### src/rtl/pipe_pkg.sv
// pipe_pkg: shared constants and the ID/EX control bundle for the pipeline front end.
package pipe_pkg;
    localparam int          XLEN_DEFAULT = 32;
    localparam logic [31:0] NOP_INSTR    = 32'h0000_0013;

    typedef struct packed {
        logic [4:0] rs1;
        logic [4:0] rs2;
        logic [4:0] rd;
        logic       reg_wr;
        logic       is_load;
        logic       valid;
    } id_ex_ctrl_t;

    localparam id_ex_ctrl_t ID_EX_BUBBLE = '0;
endpackage

### src/rtl/pipe_reg.sv
// pipe_reg: pipeline register with hold (priority) and synchronous clear to a bubble value.
module pipe_reg #(
    parameter int           W       = 1,
    parameter logic [W-1:0] RST_VAL = '0,
    parameter logic [W-1:0] CLR_VAL = '0
) (
    input  logic         i_clk,
    input  logic         i_rst,
    input  logic         i_hold,
    input  logic         i_clear,
    input  logic [W-1:0] i_d,
    output logic [W-1:0] o_q
);
    logic [W-1:0] r_q;

    always_ff @(posedge i_clk) begin
        if (i_rst)        r_q <= RST_VAL;
        else if (!i_hold) r_q <= i_clear ? CLR_VAL : i_d;
    end

    assign o_q = r_q;
endmodule

### src/rtl/pipe_frontend_ctrl.sv
// pipe_frontend_ctrl: fetch PC, IF/ID and ID/EX registers driven by hazard-unit stall/clear/redirect.
// Define PIPE_FRONTEND_PERF_EN to add saturating stall/flush/retire counters.
module pipe_frontend_ctrl
    import pipe_pkg::*;
#(
    parameter int              XLEN     = XLEN_DEFAULT,
    parameter logic [XLEN-1:0] RESET_PC = '0
) (
    input  logic            i_clk,
    input  logic            i_rst,
    input  logic            i_stall_pc_if,
    input  logic            i_stall_if_id,
    input  logic            i_clear_if_id,
    input  logic            i_clear_id_ex,
    input  logic            i_branch_taken,
    input  logic [XLEN-1:0] i_branch_target,
    input  logic [XLEN-1:0] i_instr_if,
    input  logic [4:0]      i_rs1_addr_id,
    input  logic [4:0]      i_rs2_addr_id,
    input  logic [4:0]      i_rd_addr_id,
    input  logic            i_reg_wr_id,
    input  logic            i_is_load_id,
    output logic [XLEN-1:0] o_pc_if,
    output logic [XLEN-1:0] o_pc_id,
    output logic [XLEN-1:0] o_instr_id,
    output logic            o_valid_id,
    output logic [XLEN-1:0] o_pc_ex,
    output logic [4:0]      o_rs1_addr_ex,
    output logic [4:0]      o_rs2_addr_ex,
    output logic [4:0]      o_rd_addr_ex,
    output logic            o_reg_wr_ex,
    output logic            o_is_load_ex,
    output logic            o_valid_ex
`ifdef PIPE_FRONTEND_PERF_EN
    ,
    output logic [31:0]     o_stall_cycles,
    output logic [31:0]     o_flush_cnt,
    output logic [31:0]     o_retire_ex
`endif
);
    localparam int IFID_W = 2 * XLEN + 1;
    localparam int IDEX_W = XLEN + $bits(id_ex_ctrl_t);

    logic [XLEN-1:0]   r_pc;
    logic [IFID_W-1:0] w_ifid_d, w_ifid_q;
    logic [IDEX_W-1:0] w_idex_q;
    id_ex_ctrl_t       w_ctrl_id, w_ctrl_ex;

    // A redirect seen while the PC is stalled is dropped; the branch stays in ID and is re-issued.
    always_ff @(posedge i_clk) begin
        if (i_rst)               r_pc <= RESET_PC;
        else if (!i_stall_pc_if) r_pc <= i_branch_taken ? {i_branch_target[XLEN-1:1], 1'b0} : r_pc + XLEN'(4);
    end

    assign o_pc_if  = r_pc;
    assign w_ifid_d = i_clear_if_id ? {r_pc, XLEN'(NOP_INSTR), 1'b0} : {r_pc, i_instr_if, 1'b1};

    pipe_reg #(
        .W       (IFID_W),
        .RST_VAL ({XLEN'(0), XLEN'(NOP_INSTR), 1'b0})
    ) u_if_id (
        .i_clk   (i_clk),
        .i_rst   (i_rst),
        .i_hold  (i_stall_if_id),
        .i_clear (1'b0),
        .i_d     (w_ifid_d),
        .o_q     (w_ifid_q)
    );

    assign {o_pc_id, o_instr_id, o_valid_id} = w_ifid_q;

    // Gating with valid keeps flushed NOPs from writing or raising load-use stalls.
    assign w_ctrl_id = '{rs1: i_rs1_addr_id, rs2: i_rs2_addr_id, rd: i_rd_addr_id,
                         reg_wr: i_reg_wr_id & o_valid_id, is_load: i_is_load_id & o_valid_id,
                         valid: o_valid_id};

    pipe_reg #(
        .W       (IDEX_W),
        .RST_VAL ({XLEN'(0), ID_EX_BUBBLE}),
        .CLR_VAL ({XLEN'(0), ID_EX_BUBBLE})
    ) u_id_ex (
        .i_clk   (i_clk),
        .i_rst   (i_rst),
        .i_hold  (1'b0),
        .i_clear (i_clear_id_ex),
        .i_d     ({o_pc_id, w_ctrl_id}),
        .o_q     (w_idex_q)
    );

    assign {o_pc_ex, w_ctrl_ex} = w_idex_q;
    assign o_rs1_addr_ex = w_ctrl_ex.rs1;
    assign o_rs2_addr_ex = w_ctrl_ex.rs2;
    assign o_rd_addr_ex  = w_ctrl_ex.rd;
    assign o_reg_wr_ex   = w_ctrl_ex.reg_wr;
    assign o_is_load_ex  = w_ctrl_ex.is_load;
    assign o_valid_ex    = w_ctrl_ex.valid;

`ifdef PIPE_FRONTEND_PERF_EN
    logic [31:0] r_stall_cycles, r_flush_cnt, r_retire_ex;

    always_ff @(posedge i_clk) begin
        if (i_rst) begin
            r_stall_cycles <= '0;
            r_flush_cnt    <= '0;
            r_retire_ex    <= '0;
        end else begin
            if (i_stall_pc_if && !(&r_stall_cycles))                 r_stall_cycles <= r_stall_cycles + 32'd1;
            if (i_clear_if_id && !i_stall_if_id && !(&r_flush_cnt)) r_flush_cnt    <= r_flush_cnt + 32'd1;
            if (o_valid_ex && !(&r_retire_ex))                       r_retire_ex    <= r_retire_ex + 32'd1;
        end
    end

    assign o_stall_cycles = r_stall_cycles;
    assign o_flush_cnt    = r_flush_cnt;
    assign o_retire_ex    = r_retire_ex;
`endif
endmodule

### config.mk
export PLATFORM = sky130hd
export DESIGN_NAME = pipe_frontend_ctrl
export DESIGN_NICKNAME = d
export VERILOG_FILES = /design/src/rtl/pipe_pkg.sv /design/src/rtl/pipe_reg.sv /design/src/rtl/pipe_frontend_ctrl.sv
export SDC_FILE = /design/constraint.sdc
export NUM_CORES = 1
export LEC_CHECK = 0
export ABC_AREA = 1
export CORE_MARGIN = 4
export CORE_UTILIZATION = 38
export DETAILED_ROUTE_END_ITERATION = 10
export GPL_TIMING_DRIVEN = 0
export PLACE_DENSITY = 0.71
export SKIP_LAST_GASP = 1
export SYNTH_ARGS = -nofsm -noshare
export SYNTH_HDL_FRONTEND = slang
export SYNTH_SLANG_ARGS = --single-unit
### constraint.sdc
create_clock -name i_clk -period 2 [get_ports i_clk]
set_clock_uncertainty 0.15 [all_clocks]
set_input_delay 0.4 -clock i_clk [delete_from_list [all_inputs] [get_ports i_clk]]
set_output_delay 0.4 -clock i_clk [all_outputs]
set_load 0.02 [all_outputs]
**Word-level counts from Yosys, hierarchy flattened**

Cells that the tools add are included.

- Register bits after elaboration: 147
- Output and inout bits: 147

- Add/subtract/negate cells: 1
- Multiplexer cells: 2
- Bitwise operators: 2
- Reduce and logical (&&, ||, !) cells: 1

Operator list:

| kind | count |
|---|---|
| $mux 33 | 1 |
| $add 32x3->32 const B | 1 |
| $mux 32 | 1 |
| $and 1x1->1 | 2 |
| $reduce_or 2->1 | 1 |

**Longest topological paths before layout**

- Depth in word-level cells: 2
- Mapped depth: 10
- Depth with buffers taken out: 10

**Cells and area by module**

A second synthesis with hierarchy kept.

- Cells, all modules: 950
- Area, all modules: 6752.7 µm²

Modules (own cells, without submodules):

| module | instances | cells each | area each (µm²) |
|---|---|---|---|
| pipe_frontend_ctrl | 1 | 450 | 2750.1 |
| pipe_reg at u_if_id | 1 | 282 | 2247.2 |
| pipe_reg at u_id_ex | 1 | 218 | 1755.4 |

**Least setup slack after synthesis**

OpenSTA, ideal clock, no wires.

- Path type: flip-flop to flip-flop
- Start: register r_pc[3], in the netlist o_pc_if[3]
- End: register r_pc[24], in the netlist o_pc_if[24]
- Arrival: 1.253 ns
- Setup slack: 0.469 ns
- Cell stages (with the launch flop): 11
- Path buffers: 0
- Clock period less this slack: 1.531 ns
- Cells stage by stage: dfxtp_1 ha_1 nand2_1 nor2_4 nand2_1 nor2_4 nand2_1 nand2_1 nand3_1 nand2_1 a21oi_1

- Longest elaborated chain between the ends: 2

Ends and longest elaborated chain:

| item | line | source |
|---|---|---|
| start: declaration | pipe_frontend_ctrl.sv:44 | `logic [XLEN-1:0] r_pc;` |
| start signal: assignment | pipe_frontend_ctrl.sv:52 | `else if (!i_stall_pc_if) r_pc <= i_branch_taken ? {i_branch_target[XLEN-1:1], 1'b0} : r_pc + XLEN'(4);` |
| $add 32x3->32 | pipe_frontend_ctrl.sv:52 |  |
| $mux 32 | pipe_frontend_ctrl.sv:52 |  |

Every way passes these cells.
A chain may end at the register's enable or synchronous reset.

**Final worst setup path**

- Start: register u_if_id.r_q[15], in the netlist u_if_id.o_q[15]
- End: output o_instr_id[14]

RTL lines:

| item | line | source |
|---|---|---|
| start: declaration | pipe_reg.sv:14 | `logic [W-1:0] r_q;` |
| start signal: assignment | pipe_reg.sv:18 | `else if (!i_hold) r_q <= i_clear ? CLR_VAL : i_d;` |
| end: declaration | pipe_frontend_ctrl.sv:25 | `output logic [XLEN-1:0] o_instr_id,` |

No word-level cell between the ends.

==> results.toml <==
[outcome]
status = "finished, final reports clean"

[clock_network]
cts_setup_buffers = 0
numCtsBuffers = 17
cts.sinks = 144
cts_buffer_depth = 2
insertion_delay_ps = 420
cts_tree = "yes"
root_buffer = "clkbuf_16"
hold_buffers = 0
htreeDepth = 4
clk_pin_slew_ps = 60

[global_routing]
track_usage_pct = 19.7
gr-total-overflow = 0
grt_pass1_vias = 5566
grt_first_pass_wirelength_um = 28500
met3_usage_pct = 5.10
busiest_layer = "met2"
grt_max_degree = 17
met2_usage_pct = 32.2
antenna_found_initial = 0
met1_usage_pct = 25.1

[cells_and_area]
antenna_cells = 0
nets = 1148
drive_above_1_share_pct = 12.3
syn2layout_area_growth_pct = 52.3
fin_util_pct = 60.0

[detailed_routing]
num_vias = 5823
ant_nets = 0
drt_iter0_drc = 332
avgRoutedWirePerCell_um = 14.1
first_pass_iters = 5
drc = 0
wl_um = 18100
viasPerCell = 4.54

[setup_path]
crit_buf_inv = 1
reg2regPathDepth = 10
crit_cells = 1
arrival_ps = 1370
crit_chain = "clkdlybuf4s50_1"
path_delay_family = "buffers and inverters"
max_stage_delay_ps = 630
rrSetupSlack_ps = 210
r2r_end = "o_pc_if[22]"
crit_required_ps = 1450
endpoint_kind = "output port"
setup.worst_path.start_class = "flip-flop"
crit_slowest_cell = "clkdlybuf4s50_1"
rr_startpoint = "o_pc_if[3]"
cp-startpoint = "u_if_id.o_q[15]"
cp_max_fo = 2
critical_path_class = "flip-flop to output port"
crit_end = "o_instr_id[14]"

[die]
initial_core_util_pct = 39.4
die_w_um = 134
die-area_sq_um = 18100
fp.dieH_um = 134
coreArea_sq_um = 15400
io_pins = 235
rows = 45

[sta]
drv_slew = 0
worst_pin_slew_ps = 629
rsz0062_at_grt = "false"
setup_viol = 0
fmax_mhz = 520
hold_violations = 0
period_share_pct = 96.2
hold_ws_ps = 286
maxSlewHeadroom_pct = 58.1
min_period_ps = 1920

[power]
power.leakage_uw = 0.00411
cellPowerDensity_nw_per_um2 = 815
ir_drop_v = 0.000557

[place]
port-buffer-count = 229
gp_congestion = 0.923
dp_hpwl_um = 13700

[yosys]
synth-edff-count = 0
seq_area_frac_synth_pct = 47.5
synth_largest_area_cell = "dfxtp_1"
postSynthAreaPerCell_sq_um = 7.51
yosysWarnings = 0
synth.top_cells.by_area = "dfxtp_1 (47%), nand2_1 (11%), buf_4 (8.3%), a21oi_1 (7.3%), nor2_1 (5.9%)"
synth_flop_cell = "dfxtp_1"
synth_cells = 809
yosysTopAreaCellShare_pct = 47.5
yosysUniqueCellTypes = 35
synth_area_sq_um = 6070
synth-seq-cells = 144
yosysMostFrequentCell = "nand2_1"
netlist_top_cells_count = "nand2_1 (172), dfxtp_1 (144), nor2_1 (96)"
synthArstFlopShare_pct = 0

[worst_hold_path]
hp-class = "input port to flip-flop"

[job]
drv_cap = 0
-- logic make-up (layout without fill, tap and decap cells) --
kind of cell | count (synthesis) | count (layout) | share of synthesized area [%]
simple gates | 318 | 318 | 21.6
buf+inv | 187 | 447 | 16.2
compound gates | 150 | 150 | 13.3
flops | 144 | 144 | 47.5
xor+xnor | 8 | 8 | 1.15
fa+ha+maj | 1 | 1 | 0.206
other cells | 1 | 3 | 0.0617
-- layer usage --
layer / vias to the layer above / share of wire (%)
li1: 2994 / -
met1: 2606 / 42
met2: 199 / 48
met3: 24 / 8.1
met4: 0 / 2.0
met5: - / 0
-- flip-flops by register name (all words and copies together), names as in the netlist --
name and flops:
o_pc_if 31, u_id_ex.o_q 49, u_if_id.o_q 64
-- repair_timing --
action                                  4_1_cts  5_1_grt
pin swaps                                     0        0
gates resized for setup                      60       21
endpoints found under the setup margin       50       29
-- report_power, final --
| part | total [uW] | internal, uW | switching (uW) |
|---|---|---|---|
| Clock | 3330 | 2140 | 1190 |
| Sequential | 3120 | 3010 | 110 |
| Combinational | 1090 | 540 | 547 |
| Total | 7540 | 5690 | 1850 |
-- stage by stage --
step	instance area, sq um	total power, uW	instances	setup TNS [ps]	setup WS [ps]
detailed placement	8640	4320	1251	-31300	-396
CTS	9210	7610	1282	-132	-132
global placement	8640	4310	1251	-29980	-384
global route	9250	7840	1282	0	2.65
floorplan	6080	3750	811	0	469
finish	9250	7540	1282	0	76.9
-- cell usage in the layout, fill, tap and decap left out, types with 2 or more instances in the layout --
| cell type | synthesis | routed |
|---|---|---|
| a211oi_1 | 3 | 3 |
| a21oi_1 | 88 | 88 |
| buf_1 | 2 | 2 |
| buf_2 | 5 | 5 |
| buf_4 | 67 | 67 |
| bufinv_16 | 0 | 4 |
| clkbuf_1 | 26 | 24 |
| clkbuf_16 | 0 | 17 |
| clkbuf_2 | 0 | 3 |
| clkbuf_8 | 0 | 2 |
| clkdlybuf4s50_1 | 0 | 166 |
| clkinv_2 | 0 | 5 |
| clkinv_4 | 0 | 2 |
| conb_1 | 1 | 3 |
| dfxtp_1 | 144 | 133 |
| dfxtp_2 | 0 | 11 |
| dlygate4sd2_1 | 0 | 49 |
| dlymetal6s2s_1 | 2 | 16 |
| inv_1 | 82 | 82 |
| nand2_1 | 172 | 172 |
| nand3_1 | 32 | 32 |
| nor2_1 | 96 | 96 |
| nor2_2 | 3 | 3 |
| nor2_4 | 6 | 6 |
| nor3_1 | 2 | 2 |
| o211ai_1 | 5 | 5 |
| o21ai_0 | 42 | 41 |
| o221a_2 | 2 | 2 |
| o221ai_1 | 5 | 5 |
| o22ai_1 | 3 | 3 |
| or2_2 | 2 | 2 |
| xnor2_1 | 3 | 3 |
| xor2_1 | 5 | 5 |
-- how the worst min path moves through the flow --
stage	startpoint	endpoint	slack [ps]	cells after the start
finish	i_stall_pc_if	o_pc_if[5]	290	3
global route	u_if_id.o_q[42]	u_id_ex.o_q[27]	320	2
CTS	i_stall_pc_if	o_pc_if[5]	270	3
detailed placement	u_if_id.o_q[35]	u_id_ex.o_q[20]	290	2
global placement	u_if_id.o_q[35]	u_id_ex.o_q[20]	290	2
floorplan	u_if_id.o_q[34]	u_id_ex.o_q[19]	280	2
-- cell type report --
| type | count | area (sq um) |
|---|---|---|
| Fill cell | 1498 | 6180 |
| Sequential cell | 144 | 2900 |
| Timing Repair Buffer | 229 | 2270 |
| Multi-Input combinational cell | 480 | 2220 |
| Buffer | 103 | 671 |
| Clock buffer | 20 | 457 |
| Inverter | 84 | 315 |
| Tap cell | 211 | 264 |
| Clock inverter | 11 | 163 |
Note: power is estimated with default switching activity, not from simulation.
